--- src/rtl/pipe_buffer_pkg.sv ---
// ============================================================================
// Module      : pipe_buffer_pkg
// Description : Shared constants and stage payload structs for pipe_buffer.
// Revision    : 1.0 - initial release
// ============================================================================
`default_nettype none

package pipe_buffer_pkg;

    localparam int PIPE_BUF_MIN_DEPTH = 1;
    localparam int PIPE_BUF_MAX_DEPTH = 8;

    // Stage payloads; DATA_W of each instance is the $bits of one of these
    typedef struct packed {
        logic [31:0] pc;
        logic [31:0] instr;
    } fetch_payload_t;

    typedef struct packed {
        logic [31:0] pc;
        logic [4:0]  rd;
        logic [31:0] rs1_val;
        logic [31:0] rs2_val;
        logic [7:0]  op;
    } decode_payload_t;

    typedef struct packed {
        logic [31:0] pc;
        logic [4:0]  rd;
        logic [31:0] result;
        logic        mem_en;
        logic        mem_we;
    } execute_payload_t;

    typedef struct packed {
        logic [4:0]  rd;
        logic [31:0] wb_val;
        logic        wb_en;
    } memory_payload_t;

endpackage

`default_nettype wire

--- src/rtl/pipe_buffer_mem.sv ---
// ============================================================================
// Module      : pipe_buffer_mem
// Description : DEPTH x DATA_W register array, one write port, async read.
// Revision    : 1.0 - initial release
// ============================================================================
`default_nettype none

module pipe_buffer_mem
    import pipe_buffer_pkg::*;
#(
    parameter int DATA_W = 64,
    parameter int DEPTH  = 2,
    parameter int PTR_W  = 1
) (
    input  logic              clk,
    input  logic              wr_en,
    input  logic [PTR_W-1:0]  wr_addr,
    input  logic [DATA_W-1:0] wr_data,
    input  logic [PTR_W-1:0]  rd_addr,
    output logic [DATA_W-1:0] rd_data
);

    generate
        if (DEPTH == 1) begin : g_single
            // A single entry needs no address decode
            logic [DATA_W-1:0] r_entry;

            always_ff @(posedge clk) begin
                if (wr_en) begin
                    r_entry <= wr_data;
                end
            end

            assign rd_data = r_entry;
        end else begin : g_multi
            logic [DATA_W-1:0] r_mem [DEPTH];

            always_ff @(posedge clk) begin
                if (wr_en) begin
                    r_mem[wr_addr] <= wr_data;
                end
            end

            assign rd_data = r_mem[rd_addr];
        end
    endgenerate

endmodule

`default_nettype wire

--- src/rtl/pipe_buffer.sv ---
// ============================================================================
// Module      : pipe_buffer
// Description : Elastic valid/ready inter-stage buffer with single-cycle flush.
//               Define PIPE_BUFFER_BYPASS_EN for zero-latency empty bypass.
// Revision    : 1.0 - initial release
// ============================================================================
`default_nettype none

module pipe_buffer
    import pipe_buffer_pkg::*;
#(
    parameter int DATA_W = 64,
    parameter int DEPTH  = 2
) (
    input  logic                       clk,
    input  logic                       reset,
    input  logic                       flush,
    input  logic                       in_valid,
    input  logic [DATA_W-1:0]          in_data,
    output logic                       in_ready,
    output logic                       out_valid,
    output logic [DATA_W-1:0]          out_data,
    input  logic                       out_ready,
    output logic [$clog2(DEPTH+1)-1:0] count
);

    localparam int c_ptr_w = (DEPTH > 1) ? $clog2(DEPTH) : 1;
    localparam int c_cnt_w = $clog2(DEPTH + 1);
    localparam logic [c_ptr_w-1:0] c_ptr_last = c_ptr_w'(DEPTH - 1);
    localparam logic [c_ptr_w-1:0] c_ptr_one  = c_ptr_w'(1);
    localparam logic [c_cnt_w-1:0] c_cnt_full = c_cnt_w'(DEPTH);
    localparam logic [c_cnt_w-1:0] c_cnt_one  = c_cnt_w'(1);

    generate
        if (DEPTH < PIPE_BUF_MIN_DEPTH || DEPTH > PIPE_BUF_MAX_DEPTH) begin : g_bad_depth
            $error("pipe_buffer: DEPTH out of legal range");
        end
    endgenerate

    logic [c_ptr_w-1:0] r_rd_ptr;
    logic [c_ptr_w-1:0] r_wr_ptr;
    logic [c_cnt_w-1:0] r_count;
    logic [DATA_W-1:0]  w_rd_data;
    logic               w_empty;
    logic               w_bypass;
    logic               w_pop;
    logic               w_push;
    logic               w_store;
    logic               w_drain;

    assign w_empty = (r_count == '0);

`ifdef PIPE_BUFFER_BYPASS_EN
    assign w_bypass = w_empty && in_valid && !flush;
`else
    assign w_bypass = 1'b0;
`endif

    assign in_ready  = (r_count != c_cnt_full) || out_ready;
    assign out_valid = (!w_empty || w_bypass) && !flush;
    assign out_data  = w_bypass ? in_data : w_rd_data;
    assign count     = r_count;

    assign w_pop  = out_valid && out_ready;
    assign w_push = in_valid && in_ready && !flush;
    // A bypassed payload taken downstream is never written nor read back
    assign w_store = w_push && !(w_bypass && out_ready);
    assign w_drain = w_pop && !w_bypass;

    always_ff @(posedge clk or negedge reset) begin
        if (!reset) begin
            r_rd_ptr <= '0;
            r_wr_ptr <= '0;
            r_count  <= '0;
        end else if (flush) begin
            r_rd_ptr <= '0;
            r_wr_ptr <= '0;
            r_count  <= '0;
        end else begin
            if (w_store) begin
                r_wr_ptr <= (r_wr_ptr == c_ptr_last) ? '0 : r_wr_ptr + c_ptr_one;
            end
            if (w_drain) begin
                r_rd_ptr <= (r_rd_ptr == c_ptr_last) ? '0 : r_rd_ptr + c_ptr_one;
            end
            case ({w_store, w_drain})
                2'b10:   r_count <= r_count + c_cnt_one;
                2'b01:   r_count <= r_count - c_cnt_one;
                default: r_count <= r_count;
            endcase
        end
    end

    pipe_buffer_mem #(
        .DATA_W (DATA_W),
        .DEPTH  (DEPTH),
        .PTR_W  (c_ptr_w)
    ) u_mem (
        .clk     (clk),
        .wr_en   (w_store),
        .wr_addr (r_wr_ptr),
        .wr_data (in_data),
        .rd_addr (r_rd_ptr),
        .rd_data (w_rd_data)
    );

endmodule

`default_nettype wire
--- config.mk ---
export PLATFORM = sky130hd
export DESIGN_NAME = pipe_buffer
export DESIGN_NICKNAME = d
export VERILOG_FILES = /design/src/rtl/pipe_buffer_pkg.sv /design/src/rtl/pipe_buffer_mem.sv /design/src/rtl/pipe_buffer.sv
export SDC_FILE = /design/constraint.sdc
export NUM_CORES = 1
export LEC_CHECK = 0
export BUFFER_PORTS_ARGS = -buffer_cell sky130_fd_sc_hd__clkbuf_2
export CORE_ASPECT_RATIO = 1.4
export CORE_MARGIN = 5
export CORE_UTILIZATION = 40
export CTS_CLUSTER_DIAMETER = 80
export CTS_CLUSTER_SIZE = 30
export DETAILED_ROUTE_END_ITERATION = 12
export MAX_ROUTING_LAYER = met4
export PLACE_DENSITY_LB_ADDON = 0.15
export SYNTH_ARGS = -nofsm -noshare
export SYNTH_HDL_FRONTEND = slang
export SYNTH_SLANG_ARGS = --single-unit
--- constraint.sdc ---
create_clock -name clk -period 11.1 [get_ports clk]
set_input_delay 2.22 -clock clk [delete_from_list [all_inputs] [get_ports clk]]
set_output_delay 2.22 -clock clk [all_outputs]
set_load 0.05 [all_outputs]
# After elaboration in Yosys (flattened, before gate mapping)
# Memory sizes are Yosys's and may differ from the RTL's.
# Cells that the tools add are included.
[totals]
n_memories = 1
wordCells = 32
reg_bits = 4
ramBits = 128
in_bits = 69
out_inout_bits = 68
[op_classes]
mux = 10
n_eq_ne = 3
n_reduce_logical = 11
n_addsub = 4
[mem_list]
columns = ["name", "depth", "word_bits", "rd", "rd_clocked_by_memory_dff", "write_ports", "line_no", "source"]
rows = [
  ["u_mem.g_multi.r_mem", 2, 64, 1, 0, 1, "pipe_buffer_mem.sv:36", "logic [DATA_W-1:0] r_mem [DEPTH];"],
]
[ops]
columns = ["op", "n"]
rows = [
  ["2-to-1 mux 1 bit", 8],
  ["logical AND 1 bit", 4],
  ["case mux 2 bit (2 select lines)", 1],
  ["nonzero test 2 bit", 2],
  ["nonzero test 3 bit", 1],
  ["adder 1 bit, second input constant", 2],
  ["adder 2 x 1 -> 2 bit, second input constant", 1],
  ["equality test 2 x 1 -> 1 bit, second input constant", 1],
  ["equality test 2 bit, second input constant", 1],
  ["logical NOT 1 bit", 2],
  ["logical NOT 2 bit", 1],
  ["2-to-1 mux 2 bit", 1],
  ["!= test 2 bit, second input constant", 1],
  ["subtractor 2 x 1 -> 2 bit, second input constant", 1],
  ["logical OR 1 bit", 1],
]

# Longest topological paths before layout
[depth]
depth_word = 7
ltp_mapped = 3
mapped_depth_nobuf = 3

# Hierarchy
# From an unflattened synthesis, not the netlist that was laid out.
[unflattened]
hier_cells = 227
area_unflattened_um2 = 5158.7
[modules_own_cells]
columns = ["mod", "cells_each", "area_per_inst_um2", "n_inst", "seq_area_each_um2"]
rows = [
  ["pipe_buffer_mem", 201, 4933.5, 1, 3843.7],
  ["pipe_buffer", 26, 225.2, 1, 100.1],
]

# Worst setup path after synthesis
# OpenSTA, ideal clock, no wires.
[synth_timing]
path_type = "input to register"
startpoint = "in out_ready"
endpoint = "mem u_mem.g_multi.r_mem[1][0] (enable)"
t_arrival_ps = 7216
setup_time_ps = 578
t_required_ps = 10522
slack_ps = 3306
stages = 3
path_cell_list = "or3b_4 nand2_4 nor3b_1"
[synth_via]
elab_chain_len = 5
[synth_rtl]
columns = ["element", "line_no", "source"]
rows = [
  ["start, declared", "pipe_buffer.sv:23", "input logic out_ready,"],
  ["logical OR 1 bit", "pipe_buffer.sv:59", "assign in_ready = (r_count != c_cnt_full) || out_ready;"],
  ["logical AND 1 bit (2 in series)", "pipe_buffer.sv:65", "assign w_push = in_valid && in_ready && !flush;"],
  ["2-to-1 mux 1 bit", "pipe_buffer_mem.sv:39", "if (wr_en) begin"],
  ["2-to-1 mux 1 bit (not written as such)", "pipe_buffer_mem.sv:40", "r_mem[wr_addr] <= wr_data;"],
  ["end, declared", "pipe_buffer_mem.sv:36", ""],
]
# Every way passes these cells.

# Worst setup path after layout
[layout_timing]
startpoint = "in out_ready"
endpoint = "out in_ready"
[layout_via]
elab_chain_len = 1
[layout_rtl]
columns = ["element", "line_no", "source"]
rows = [
  ["logical OR 1 bit", "pipe_buffer.sv:59", ""],
  ["end, declared", "pipe_buffer.sv:20", "output logic in_ready,"],
]
# Every way passes these cells.

==> metrics.csv <==
stage,metric,value,unit
synthesis,library cell occupying the most area in the post-synthesis netlist,sky130_fd_sc_hd__edfxtp_1,
worst_setup_path,CP Capture Point,in_ready,
floorplan,I/O pin total,137,
floorplan,die boundary height,140,um
floorplan,Core Rows,47,
cts,CTS Hold Buffers Added,0,
drt,post-detailed-route DRC marker count,0,
synthesis,post-synthesis average cell area,21.4,um^2
timing,"Setup violations, final",0,
synthesis,share of the synthesized area in the top cell type,79.1,%
place,dpl ws,5870,ps
timing,remaining max-slew budget at the tightest pin,53.1,%
cts,clk_lat worst skew,400,ps
drt,wire length per cell after detailed routing,17.3,um
place,final weighted congestion of routability-driven global placement,0.719,
power,switching share of total power,25.0,%
cts,clock buffers created by TritonCTS,17,
power,sequential cell fraction of total power,44.7,%
cells_and_area,number of nets in the layout,448,
worst_setup_path,"Worst Path Class, Setup",input pin to primary output,
place,buffers added on ports,136,
global_routing,vias in the first global route,2888,
worst_setup_path,setup slack on the worst flop-to-flop path,9140,ps
worst_setup_path,category of the worst setup path capture point,primary output,
synthesis,count of state elements after synthesis,132,
timing,count of pins over their slew limit,0,
cts,Root Buffer,sky130_fd_sc_hd__clkbuf_16,
cts,clock-pin slew on the worst setup and hold paths,50,ps
synthesis,main area contributors after synthesis,"sky130_fd_sc_hd__edfxtp_1 (79%), sky130_fd_sc_hd__mux2_2 (13%), sky130_fd_sc_hd__dfrtp_1 (2.1%), sky130_fd_sc_hd__mux2_1 (1.4%), sky130_fd_sc_hd__buf_2 (0.72%)",
drt,number of iterations in the first detailed-routing pass,4,
timing,setup repair after global routing missed its margin,no,
worst_setup_path,Crit Reg-Reg Endpoint,u_mem.g_multi.r_mem[1][9],
synthesis,count of flip-flops with a built-in enable after synthesis,128,
floorplan,placeable core region,11900,um^2
min_path,Hold Path Origin,count[0],
drt,detailed-route via count,2558,
power,overall power after layout,1.29,mW
cts,buffers inserted during post-CTS setup optimization,0,
global_routing,maximum number of pins on one net before global-route repair,53,
min_path,Worst Hold Path Cells,1,
cts,clock tree from TritonCTS,done,
power,part of the power in the clock network,42.8,%
worst_setup_path,CP Launch Point,out_ready,
timing,Post-Route Hold Slack,646,ps
timing,final setup skew,6.30,ps
global_routing,overall overflow remaining after global route,0,
timing,final hold viol count,0,
cells_and_area,antenna diode count,0,
cells_and_area,Layout Cells excl Fill,538,
synthesis,proportion of synthesized chip area in sequential cells,81.2,%
worst_setup_path,depth of the most critical reg-to-reg path,4,
synthesis,Unique masters post-synth,22,
power,total power divided by cell area,204,nW/um^2
run,Max-Cap Viols,0,
synthesis,Synthesized Nets,296,
drt,Total Wirelength,9310,um
worst_setup_path,required time of the critical path,8880,ps
place,"number of placed instances, taps included",507,
floorplan,floorplan die area,14500,um^2
global_routing,GR Util All Layers,13.8,%
timing,actual slew at the worst max-slew pin,703,ps
synthesis,Main synth FF type,sky130_fd_sc_hd__edfxtp_1,
timing,TNS Setup,0,ps
worst_setup_path,arrival time at the worst endpoint,3010,ps
global_routing,initial antenna violation count,0,
drt,via density per instance,4.75,
synthesis,post-synthesis instance area,4860,um^2
cells_and_area,share of cells above drive strength 1,59.8,%
worst_setup_path,crit start category,input pin,
timing,post-layout worst setup margin,5870,ps
timing,highest clock frequency the design can meet,191,MHz
min_path,worst hold-check path type,flop to flop,
cts,clk sink count,132,
cts,deepest clock path buffer count,2,
cells_and_area,Area growth syn-to-layout,30.1,%
power,static leakage power,2.40,nW
global_routing,wire length of the first global-routing pass,14300,um
worst_setup_path,critical-path maximum fanout,6,
floorplan,Die W,103,um
cts,total of cells resized after clock tree synthesis,0,
drt,detailed router's first-iteration violation count,90,
drt,antenna-violating nets left,0,
floorplan,starting density of the core,40.9,%
power,Peak supply drop,0.104,mV
cells_and_area,# fillers,1029,
timing,share of the cycle needed by the critical path after routing,47.1,%
synthesis,Synth async-reset ratio,3.03,%
place,Post-DP HPWL,6190,um
worst_setup_path,reg-to-reg critical path startpoint,count[1],
status,outcome,"complete, no violations",
power,net load switching power,322,uW
timing,crit path time final,5230,ps
power,cell-internal power,965,uW
cts,count of H-tree levels built during CTS,4,
synthesis,gate count after technology mapping,227,
synthesis,synth warn,0,
power,share of power burned in combinational logic,12.5,%
==> cells in the mapped netlist (2+ instances only) <==
| library cell | number |
|---|---|
| sky130_fd_sc_hd__a21oi_1 | 2 |
| sky130_fd_sc_hd__buf_2 | 7 |
| sky130_fd_sc_hd__dfrtp_1 | 4 |
| sky130_fd_sc_hd__edfxtp_1 | 128 |
| sky130_fd_sc_hd__mux2_1 | 6 |
| sky130_fd_sc_hd__mux2_2 | 58 |
| sky130_fd_sc_hd__nor2_1 | 5 |
| sky130_fd_sc_hd__nor2b_1 | 2 |
| sky130_fd_sc_hd__xor2_1 | 2 |
==> worst min path at each step <==
stage	to	slack [ps]
6_report	count[0]	650
5_1_grt	count[0]	660
4_1_cts	count[0]	640
3_5_place_dp	count[0]	630
3_3_place_gp	count[0]	600
2_1_floorplan	r_wr_ptr	620
==> registers in the layout, indices dropped and copies added, names as in the netlist <==
register and count:
count 2, u_mem.g_multi.r_mem 128, r_wr_ptr 1, r_rd_ptr 1
==> per-layer routing <==
layer	track usage, %	vias up	wire, um
met2	23.7	79	5250
met1	14.2	1268	3380
met5	-	-	0
li1	-	1206	-
met4	6.14	0	111
met3	4.08	5	560
==> critical path: stages <==
cell and delay [ps]:
sky130_fd_sc_hd__clkbuf_2 140, sky130_fd_sc_hd__or3b_4 410, sky130_fd_sc_hd__clkbuf_2 250
==> cells by family after synthesis <==
| group | after synthesis | share of synthesized area (%) |
|---|---|---|
| DFF | 132 | 81.2 |
| muxes | 65 | 15.1 |
| and+or+nand+nor | 15 | 1.93 |
| buffers and inverters | 9 | 0.876 |
| AOI/OAI and AO/OA | 4 | 0.489 |
| xor gates and xnor gates | 2 | 0.361 |
==> power groups by stage <==
stage               combinational (mW)  clock (mW)  sequential [mW]
floorplan                        0.119           0            0.586
global placement                 0.162           0            0.584
detailed placement               0.163           0            0.586
CTS                              0.164       0.563            0.575
global route                     0.169       0.589            0.577
finish                           0.161       0.551            0.575
==> final cells by class <==
type | instances | area (um^2) | area share [%]
Clock inverter | 14 | 163 | 2.57
Sequential cell | 132 | 3950 | 62.4
Multi-Input combinational cell | 86 | 881 | 13.9
Timing Repair Buffer | 141 | 718 | 11.4
Tap cell | 147 | 184 | 2.91
Clock buffer | 17 | 425 | 6.73
Inverter | 1 | 3.75 | 0.0594
==> cells in the final DEF (no fill, tap or decap), types with 3 or more instances in the layout <==
cell | synthesis | final
sky130_fd_sc_hd__nor2_1 | 5 | 5
sky130_fd_sc_hd__dfrtp_1 | 4 | 3
sky130_fd_sc_hd__mux2_1 | 6 | 6
sky130_fd_sc_hd__clkbuf_2 | 0 | 136
sky130_fd_sc_hd__clkinv_4 | 0 | 4
sky130_fd_sc_hd__mux2_2 | 58 | 58
sky130_fd_sc_hd__buf_4 | 0 | 5
sky130_fd_sc_hd__edfxtp_1 | 128 | 128
sky130_fd_sc_hd__clkbuf_16 | 0 | 17
sky130_fd_sc_hd__clkinv_1 | 0 | 3
sky130_fd_sc_hd__bufinv_16 | 0 | 3
==> metrics by stage <==
| stage | cell area (um^2) | utilization [%] |
|---|---|---|
| 6_report | 6320 | 53.2 |
| 5_1_grt | 6320 | 53.2 |
| 4_1_cts | 6320 | 53.2 |
| 3_5_place_dp | 5730 | 48.3 |
| 3_3_place_gp | 5730 | 48.3 |
| 2_1_floorplan | 4860 | - |
Power figures use the tool's default switching activity.
